File: src/rtl/iccm_arb_pkg.sv
// Shared types for the ICCM SRAM arbiter: FSM states, SRAM request bundle
// and read-return owner bit positions.
package iccm_arb_pkg;

    localparam int ICCM_ADDR_W     = 11;
    localparam int ICCM_DATA_W     = 32;
    localparam int ICCM_NUM_WMASKS = ICCM_DATA_W / 8;

    typedef enum logic [1:0] {
        SHARED  = 2'd0,
        LOCKED  = 2'd1,
        RELEASE = 2'd2
    } arb_state_e;

    typedef struct packed {
        logic                       we;
        logic [ICCM_ADDR_W-1:0]     addr;
        logic [ICCM_DATA_W-1:0]     wdata;
        logic [ICCM_NUM_WMASKS-1:0] wmask;
    } sram_req_t;

    // Bit positions in the one-hot read-return owner vector
    localparam int OWN_P0 = 0;
    localparam int OWN_P1 = 1;

endpackage

File: src/rtl/iccm_arb_starve_ctr.sv
// Saturating starvation counter: clear wins, then increment up to LIMIT,
// otherwise hold. at_limit_o flags that the starved port must be served.
module iccm_arb_starve_ctr #(
    parameter int LIMIT = 8,
    parameter int WIDTH = 8
) (
    input  logic clk_i,
    input  logic rst_i,
    input  logic clr_i,
    input  logic inc_i,
    output logic at_limit_o
);

    logic [WIDTH-1:0] count_reg;
    logic [WIDTH-1:0] count_next;

    assign at_limit_o = (count_reg == WIDTH'(LIMIT));

    always_comb begin
        count_next = count_reg;
        if (clr_i) begin
            count_next = '0;
        end else if (inc_i && !at_limit_o) begin
            count_next = count_reg + WIDTH'(1);
        end
    end

    always_ff @(posedge clk_i or posedge rst_i) begin
        if (rst_i) begin
            count_reg <= '0;
        end else begin
            count_reg <= count_next;
        end
    end

endmodule

File: src/rtl/iccm_sram_arbiter.sv
// Two-port arbiter in front of a single-port ICCM SRAM: fixed priority to the
// boot loader with starvation aging for the fetch port, plus an exclusive lock.
module iccm_sram_arbiter
    import iccm_arb_pkg::*;
#(
    parameter int ADDR_W       = ICCM_ADDR_W,
    parameter int DATA_W       = ICCM_DATA_W,
    parameter int NUM_WMASKS   = ICCM_NUM_WMASKS,
    parameter int STARVE_LIMIT = 8
) (
    input  logic                  clk_i,
    input  logic                  rst_i,
    input  logic                  p0_lock_i,
    input  logic                  p0_req_i,
    input  logic                  p0_we_i,
    input  logic [ADDR_W-1:0]     p0_addr_i,
    input  logic [DATA_W-1:0]     p0_wdata_i,
    input  logic [NUM_WMASKS-1:0] p0_wmask_i,
    output logic                  p0_gnt_o,
    output logic                  p0_rvalid_o,
    output logic [DATA_W-1:0]     p0_rdata_o,
    input  logic                  p1_req_i,
    input  logic                  p1_we_i,
    input  logic [ADDR_W-1:0]     p1_addr_i,
    input  logic [DATA_W-1:0]     p1_wdata_i,
    input  logic [NUM_WMASKS-1:0] p1_wmask_i,
    output logic                  p1_gnt_o,
    output logic                  p1_rvalid_o,
    output logic [DATA_W-1:0]     p1_rdata_o,
    output logic                  locked_o,
    output logic                  sram_csb_o,
    output logic                  sram_web_o,
    output logic [NUM_WMASKS-1:0] sram_wmask_o,
    output logic [ADDR_W-1:0]     sram_addr_o,
    output logic [DATA_W-1:0]     sram_wdata_o,
    input  logic [DATA_W-1:0]     sram_rdata_i
);

    arb_state_e  state_reg;
    arb_state_e  state_next;
    logic        p0_gnt;
    logic        p1_gnt;
    logic        at_limit;
    logic        starve_clr;
    logic        starve_inc;
    logic [1:0]  owner_reg;
    logic [1:0]  owner_next;
    sram_req_t   p0_req_s;
    sram_req_t   p1_req_s;
    sram_req_t   sel_req;
    logic [DATA_W-1:0] rdata_port [2];

    always_comb begin
        state_next = state_reg;
        p0_gnt     = 1'b0;
        p1_gnt     = 1'b0;
        unique case (state_reg)
            SHARED: begin
                // Port 0 wins conflicts until port 1 has waited STARVE_LIMIT cycles
                p0_gnt = p0_req_i && !(p1_req_i && at_limit);
                p1_gnt = p1_req_i && (!p0_req_i || at_limit);
                if (p0_lock_i) begin
                    state_next = LOCKED;
                end
            end
            LOCKED: begin
                p0_gnt = p0_req_i;
                if (!p0_lock_i) begin
                    state_next = RELEASE;
                end
            end
            RELEASE: begin
                state_next = p0_lock_i ? LOCKED : SHARED;
            end
            default: begin
                state_next = SHARED;
            end
        endcase
    end

    always_ff @(posedge clk_i or posedge rst_i) begin
        if (rst_i) begin
            state_reg <= SHARED;
            owner_reg <= '0;
        end else begin
            state_reg <= state_next;
            owner_reg <= owner_next;
        end
    end

    // Counter reads 0 whenever the FSM sits outside SHARED
    assign starve_clr = (state_reg != SHARED) || (state_next != SHARED)
                        || p1_gnt || !p1_req_i;
    assign starve_inc = (state_reg == SHARED) && p1_req_i && !p1_gnt;

    iccm_arb_starve_ctr #(
        .LIMIT (STARVE_LIMIT),
        .WIDTH (8)
    ) u_starve_ctr (
        .clk_i      (clk_i),
        .rst_i      (rst_i),
        .clr_i      (starve_clr),
        .inc_i      (starve_inc),
        .at_limit_o (at_limit)
    );

    assign p0_req_s = '{we: p0_we_i, addr: p0_addr_i, wdata: p0_wdata_i, wmask: p0_wmask_i};
    assign p1_req_s = '{we: p1_we_i, addr: p1_addr_i, wdata: p1_wdata_i, wmask: p1_wmask_i};

    always_comb begin
        sel_req = '0;
        if (p1_gnt) begin
            sel_req = p1_req_s;
        end else if (p0_gnt) begin
            sel_req = p0_req_s;
        end
    end

    assign sram_csb_o   = !(p0_gnt || p1_gnt);
    assign sram_web_o   = sram_csb_o ? 1'b1 : ~sel_req.we;
    assign sram_addr_o  = sel_req.addr;
    assign sram_wdata_o = sel_req.wdata;
    assign sram_wmask_o = sel_req.wmask;

    assign owner_next[OWN_P0] = p0_gnt && !p0_we_i;
    assign owner_next[OWN_P1] = p1_gnt && !p1_we_i;

    generate
        for (genvar gi = 0; gi < 2; gi++) begin : g_rd_steer
            assign rdata_port[gi] = owner_reg[gi] ? sram_rdata_i : '0;
        end
    endgenerate

    assign p0_gnt_o    = p0_gnt;
    assign p1_gnt_o    = p1_gnt;
    assign p0_rvalid_o = owner_reg[OWN_P0];
    assign p1_rvalid_o = owner_reg[OWN_P1];
    assign p0_rdata_o  = rdata_port[OWN_P0];
    assign p1_rdata_o  = rdata_port[OWN_P1];
    assign locked_o    = (state_reg == LOCKED);

endmodule

File: config.mk
export PLATFORM = sky130hd
export DESIGN_NAME = iccm_sram_arbiter
export DESIGN_NICKNAME = d
export VERILOG_FILES = /design/src/rtl/iccm_arb_pkg.sv /design/src/rtl/iccm_arb_starve_ctr.sv /design/src/rtl/iccm_sram_arbiter.sv
export SDC_FILE = /design/constraint.sdc
export NUM_CORES = 1
export LEC_CHECK = 0
export BUFFER_PORTS_ARGS = -buffer_cell sky130_fd_sc_hd__buf_4
export CAP_MARGIN = 20
export CORE_AREA = 2 2 97 99
export CTS_CLUSTER_DIAMETER = 60
export DETAILED_ROUTE_END_ITERATION = 8
export DIE_AREA = 0 0 99 101
export GPL_TIMING_DRIVEN = 0
export PLACE_DENSITY = 0.55
export SYNTH_ARGS = -nofsm -noshare
export SYNTH_HDL_FRONTEND = slang
export SYNTH_SLANG_ARGS = --single-unit
File: constraint.sdc
create_clock -name clk_i -period 3.2 [get_ports clk_i]
set_clock_uncertainty 0.15 [all_clocks]
set_input_delay 0 -clock clk_i [delete_from_list [all_inputs] [get_ports clk_i]]
set_output_delay 0 -clock clk_i [all_outputs]
set_load 0.02 [all_outputs]
==> impl_metrics.csv, run 1 <==
group,metric,value,unit
routing,drc_errors,0,
finish,fillerInstances,923,
timing,fin_crit_sh,0.763,
clock_network,clk_latency,250,ps
clock_network,cts_resized,0,
synth,syn_nets,330,
floorplan,fp.dieH,101,um
finish,n_antenna_cell,0,
pwr,comb_power_share,0.595,
routing,routed_wl,9010,um
clock_network,clk_path_buf_depth,2,
floorplan,initial_utilization,0.176,
pwr,powerDensity,220,nW/um2
timing,tightest_slew,799,ps
clock_network,cts_sinks,12,
pwr,irDropWorstVdd,0.0890,mV
finish,layout.nets,589,
pwr,p_sw,0.297,mW
pwr,p_sw_frac,0.365,
floorplan,dieArea,10000,um2
synth,yosysSeqAreaShare,0.190,
clock_network,h-tree-depth,1,
routing,drt_iter0_drc,81,
worst_hold_path,min_path_cells,3,
routing,wl_per_cell,16.0,um
finish,final_cell_area,3690,um2
timing,rsz0062_at_grt,"false",
timing,period_minus_slack,2440,ps
clock_network,postCtsSetupRepairBufs,0,
clock_network,hold_buffers,4,
placed_design,post_dp_cell_area,3590,um2
pwr,cellLeakagePower,1.91,nW
pwr,seqPwrFrac,0.196,
routing,ant_nets,0,
global_routing,grtUsageTotal,0.164,
worst_setup_path,start_kind,"flip-flop",
global_routing,antenna_found_initial,0,
finish,largest_reg_flops,8,
status,outcome,"finished clean",
timing,finalSetupViolCount,0,
synth,yosys_warnings,0,
timing,fin_tns_setup,0,ps
clock_network,clockRootBuffer,"clkbuf_8",
routing,via_per_inst,4.57,
timing,slew_viol_final,0,
timing,finalHoldViolations,0,
run,cap_violations,0,
floorplan,num_rows,35,
worst_setup_path,r2r_setup_slack,1100,ps
global_routing,grt_pass1_wl,13400,um
clock_network,cts_tree,"built",
worst_setup_path,crit_path_max_incr_delay,500,ps
floorplan,die_w,99,um
clock_network,path_clk_slew,60,ps
placed_design,routabilityCongestion,0.815,
routing,vias,2578,
synth,syn-cell-area,1580,um2
floorplan,io_pins,251,
finish,area_growth,134,%
pwr,p_int,0.516,mW
worst_setup_path,crit_arrival,2290,ps
placed_design,port_buffers,250,
worst_setup_path,cp_cell_sequence,"inv_1 -> ha_1 -> nand4bb_1 -> o41a_1 -> clkbuf_1 -> a32o_1 -> buf_4",
floorplan,core,8980,um2
synth,ys_seq_elements,12,
global_routing,grt_max_degree,13,
timing,finalHoldWorstSlack,8.72,ps
worst_hold_path,hp-class,"input port to flip-flop",
worst_setup_path,crit_path_end_kind,"output port",
worst_setup_path,critical_path_class,"flip-flop to output port",
routing,drt-pass1-iter-count,4,
placed_design,dp_hpwl,7720,um
timing,max_freq,410,MHz
worst_setup_path,crit_fanout,10,
synth,syn-instance-count,195,
worst_setup_path,cp.required,3050,ps
synth,synth_cell_types,25,
global_routing,grt_overflow,0,
global_routing,grt_pass1_vias,2624,
worst_setup_path,r2r_cells,3,
finish,layout-drive-gt1-share,0.581,
pwr,clkPwrFrac,0.209,
worst_setup_path,cpMaxStageDelayCell,"o41a_1",
synth,synth_area_per_cell,8.10,um2
clock_network,numCtsBuffers,3,
timing,slew_headroom,0.466,
[final timing paths]
path / startpoint / endpoint
worst min register to register: state_reg[0] / state_reg[0]
max in group asynchronous: rst_i / u_starve_ctr.count_reg[5]
worst min-delay path: p1_req_i / owner_reg[1]
min in group asynchronous: rst_i / u_starve_ctr.count_reg[4]
worst max-delay path: u_starve_ctr.count_reg[0] / sram_wdata_o[16]
worst max register to register: state_reg[0] / u_starve_ctr.count_reg[6]
[critical path, delay by kind of cell (launching register included)]
kind | cells | cell delay (ps)
compound gates | 2 | 780
fa+ha+maj | 1 | 140
buf+inv | 3 | 490
flops | 1 | 430
simple gates | 1 | 210
[cell usage after synthesis]
library cell  count  share of area
a21oi_1           4          0.013
or3_1             4          0.016
buf_2             6          0.019
a32o_1           47           0.30
dfrtp_1          12           0.19
o41a_1            1         0.0071
xor2_1            3          0.017
o21ai_0           4          0.013
nand4bb_1         1         0.0071
buf_6             2          0.014
and2_1           66           0.26
inv_1             7          0.017
nand2_1           1         0.0024
a31oi_1           1         0.0040
o21ai_1           1         0.0032
clkbuf_1         14          0.033
nor3b_1           2         0.0095
ha_1              2          0.016
nand4_1           1         0.0040
nor2b_1           3          0.012
o311a_1           1         0.0063
o2111ai_1         1         0.0055
nand3_1           4          0.013
nor2_1            6          0.014
or3b_2            1         0.0055
[placed cells by master, fill, tap and decap left out, drive strengths merged, types with 3 or more instances in the layout]
master       instances
nand3                4
o21ai                5
and2                66
inv                  7
a32o                47
dlygate4sd3          4
a21oi                4
clkbuf              18
xor2                 3
dfrtp               12
or3                  4
buf                258
nor2                 6
nor2b                3
[power by group through the flow]
stage,Clock (mW),Sequential [mW],Combinational [mW]
2_1_floorplan,0,0.162,0.208
5_1_grt,0.183,0.160,0.518
3_5_place_dp,0,0.162,0.484
4_1_cts,0.175,0.159,0.490
6_report,0.170,0.159,0.484
3_3_place_gp,0,0.162,0.481
[per-layer routing]
| layer | track usage | part of all wire | vias to the layer above | wire, um |
|---|---|---|---|---|
| met4 | 0.0516 | 0.023 | 0 | 208 |
| met5 | 0 | 0 | - | 0 |
| met1 | 0.179 | 0.35 | 1154 | 3190 |
| met2 | 0.309 | 0.52 | 159 | 4720 |
| met3 | 0.0416 | 0.10 | 13 | 898 |
| li1 | - | - | 1252 | - |
[kinds of logic after synthesis]
kind of cell	after synthesis	share of synthesized area
adder cells (fa/ha/maj)	2	0.0158
AO/OA/AOI/OAI	60	0.349
XOR/XNOR	3	0.0166
flip-flops	12	0.190
AND/OR/NAND/NOR	89	0.345
buffers and inverters	29	0.0832
[area by class of cell]
| type | instances | area, um2 | share of cell area |
|---|---|---|---|
| inverter | 7 | 26.3 | 0.00712 |
| timing repair buffer | 254 | 1920 | 0.519 |
| multi-input combinational | 154 | 1150 | 0.311 |
| tap | 111 | 139 | 0.0376 |
| clock buffer | 4 | 55.1 | 0.0149 |
| buffer | 22 | 105 | 0.0285 |
| sequential | 12 | 300 | 0.0814 |
[stage by stage]
| stage | utilization | cells | setup slack, ps | power, mW |
|---|---|---|---|---|
| after floorplan | - | 195 | 1290 | 0.370 |
| after global placement | 0.400 | 556 | 1010 | 0.643 |
| after detailed placement | 0.400 | 556 | 984 | 0.646 |
| after CTS | 0.411 | 564 | 738 | 0.825 |
| after global routing | 0.411 | 564 | 506 | 0.861 |
| final | 0.411 | 564 | 759 | 0.813 |
(Power assumes the default switching activity.)
==> inputs of run 2 (changes only) <==
--- a/config.mk
+++ b/config.mk
@@ -12,7 +12,7 @@
 export DETAILED_ROUTE_END_ITERATION = 8
 export DIE_AREA = 0 0 99 101
 export GPL_TIMING_DRIVEN = 0
-export PLACE_DENSITY = 0.55
+export PLACE_DENSITY = 0.57
 export SYNTH_ARGS = -nofsm -noshare
 export SYNTH_HDL_FRONTEND = slang
 export SYNTH_SLANG_ARGS = --single-unit
==> constraint.sdc (replaced) <==
create_clock -name clk_i -period 2 [get_ports clk_i]
set_clock_uncertainty 0.15 [all_clocks]
set_input_delay 0 -clock clk_i [delete_from_list [all_inputs] [get_ports clk_i]]
set_output_delay 0 -clock clk_i [all_outputs]
set_load 0.02 [all_outputs]
==> run 2 against run 1 <==
  * The flow now finishes with violations (setup timing)
  * Routed wire length is 1.1% higher
  * Final area grew 4.9%
  * Critical path type unchanged
  * Global-route usage about the same
  * Highest routed layer unchanged
  * Largest power group unchanged
  * Largest cell class unchanged
  * Worst hold slack gained 13 ps
  * Register-to-register slack worse by 950 ps
  * Sequential power rose by 61%
==> impl_metrics.csv, run 2 (synthesis gave the netlist of run 1 again) <==
group,metric,value,unit
worst_setup_path,start_kind,"flip-flop",
floorplan,io_pins,251,
worst_setup_path,crit_path_end_kind,"output port",
clock_network,clk_latency,240,ps
placed_design,dp_hpwl,7680,um
timing,finalHoldViolations,0,
timing,tightest_slew,504,ps
global_routing,gr-usage-met1,0.180,
timing,fin_crit_sh,1.13,
global_routing,grt_pass1_vias,2559,
routing,routed_wl,9110,um
clock_network,h-tree-depth,1,
clock_network,cts_tree,"built",
timing,finalHoldWorstSlack,21.2,ps
routing,wl_per_cell,16.0,um
worst_setup_path,crit_path_max_incr_delay,430,ps
finish,fillerInstances,927,
timing,finalSetupViolCount,49,
finish,mostFrequentLayoutCell,"buf_4",
worst_setup_path,crit_arrival,2110,ps
global_routing,grt_max_degree,13,
pwr,powerDensity,336,nW/um2
global_routing,grt_pass1_wl,13300,um
pwr,irDropWorstVdd,0.158,mV
run,cap_violations,0,
worst_setup_path,cp.required,1850,ps
placed_design,routabilityCongestion,0.823,
routing,drt-pass1-iter-count,6,
worst_setup_path,critical_path.top_delay_family,"compound AO/OA/AOI/OAI gates",
worst_hold_path,hp-class,"input port to flip-flop",
global_routing,antenna_found_initial,0,
clock_network,numCtsBuffers,3,
worst_setup_path,cp_cell_sequence,"or3_4 -> o41a_1 -> buf_6 -> buf_8 -> a32o_2 -> buf_6",
routing,vias,2624,
clock_network,clk_path_buf_depth,2,
floorplan,initial_utilization,0.176,
pwr,cellLeakagePower,2.01,nW
timing,slew_viol_final,0,
timing,period_minus_slack,2260,ps
finish,layout.nets,594,
finish,largest_reg_flops,8,
status,failed_checks,"setup timing",
timing,max_freq,443,MHz
global_routing,grt-busiest-layer,"met2",
routing,drc_errors,0,
worst_setup_path,critical_path_class,"flip-flop to output port",
placed_design,port_buffers,250,
timing,final.setup.worst_slack,-259,ps
global_routing,grt_overflow,0,
routing,ant_nets,0,
finish,area_growth,145,%
status,outcome,"complete, but fails checks",
routing,via_per_inst,4.62,
timing,slew_headroom,0.664,
pwr,p_total,1.30,mW
floorplan,die_w,99,um
finish,final_cell_mix,"buf_4 (235), and2_1 (65), a32o_1 (40)",
timing,fin_tns_setup,-10340,ps
finish,utilization,0.431,
worst_setup_path,cpMaxStageDelayCell,"or3_4",
worst_setup_path,critPathBufInv,3,
global_routing,use_met2,0.320,
clock_network,clockRootBuffer,"clkbuf_8",
floorplan,dieArea,10000,um2
floorplan,fp.dieH,101,um
finish,n_antenna_cell,0,
clock_network,cts_sinks,12,
floorplan,core,8980,um2
clock_network,path_clk_slew,50,ps
routing,drt_iter0_drc,64,
finish,layout-drive-gt1-share,0.619,
worst_setup_path,crit_fanout,10,
global_routing,grtUsageTotal,0.164,
global_routing,grtUsageMet3,0.0423,
worst_setup_path,cp_common_cell,"buf_6",
floorplan,num_rows,35,
timing,rsz0062_at_grt,"true",
-- run 2: cell types whose count changed in the layout (fill, tap and decap cells not counted), moves of 2 or more --
cell | previous run | this run
a32o_1 | 47 | 40
clkbuf_4 | 0 | 3
buf_6 | 2 | 22
clkbuf_1 | 14 | 10
buf_2 | 6 | 4
buf_4 | 250 | 235
a32o_2 | 0 | 7
-- run 2: what timing repair did --
| action | 4_1_cts | 5_1_grt |
|---|---|---|
| endpoints found under the hold margin | 16 | 0 |
| buffers inserted | 5 | 1 |
| setup endpoints to repair | 61 | 51 |
| hold buffers | 4 | 0 |
| gates resized for setup | 35 | 9 |
| gates cloned | 0 | 0 |
| pin swaps | 6 | 3 |
-- run 2: metal layers --
metal | share of wire | up-vias
met3 | 0.097 | 6
met2 | 0.54 | 162
met1 | 0.35 | 1194
li1 | - | 1262
met5 | 0 | -
met4 | 0.011 | 0
-- run 2: through the flow --
| stage | cell area (um2) | instances | setup WS, ps |
|---|---|---|---|
| 6_report | 3870 | 568 | -259 |
| 5_1_grt | 3870 | 568 | -399 |
| 2_1_floorplan | 1580 | 195 | 92.5 |
| 3_5_place_dp | 3590 | 556 | -292 |
| 4_1_cts | 3840 | 567 | -268 |
| 3_3_place_gp | 3590 | 556 | -185 |
-- run 2: worst paths after layout --
| kind | start | to | slack (ps) | depth (start not counted) |
|---|---|---|---|---|
| setup / recovery | u_starve_ctr.count_reg[5] | sram_wdata_o[29] | -260 | 6 |
| setup reg to reg | u_starve_ctr.count_reg[5] | owner_reg[0] | 150 | 4 |
| hold / removal | p0_req_i | u_starve_ctr.count_reg[1] | 20 | 3 |
| hold reg to reg | u_starve_ctr.count_reg[7] | u_starve_ctr.count_reg[7] | 410 | 2 |
| max in group asynchronous | rst_i | owner_reg[0] | 1150 | 3 |
| min in group asynchronous | rst_i | u_starve_ctr.count_reg[0] | 210 | 3 |
-- run 2: worst register-to-register path: cells and delay by family, from the launching register on --
| family | cells | cell delay (ps) |
|---|---|---|
| compound gates | 1 | 390 |
| buf+inv | 1 | 220 |
| flops | 1 | 400 |
| simple gates | 2 | 580 |
-- run 2: cell type report --
class	count	area (um2)	share of cell area
Clock buffer	3	41.3	0.0107
Tap cell	111	139	0.0359
Timing Repair Buffer	260	2050	0.529
Multi-Input combinational cell	154	1190	0.308
Sequential cell	12	300	0.0776
Inverter	7	26.3	0.00679
Buffer	21	123	0.0317
-- run 2: power by group --
group	internal (mW)	leakage, nW	switching [mW]
clock	0.133	0.0216	0.0865
combinational	0.441	1.82	0.384
sequential	0.248	0.164	0.00761
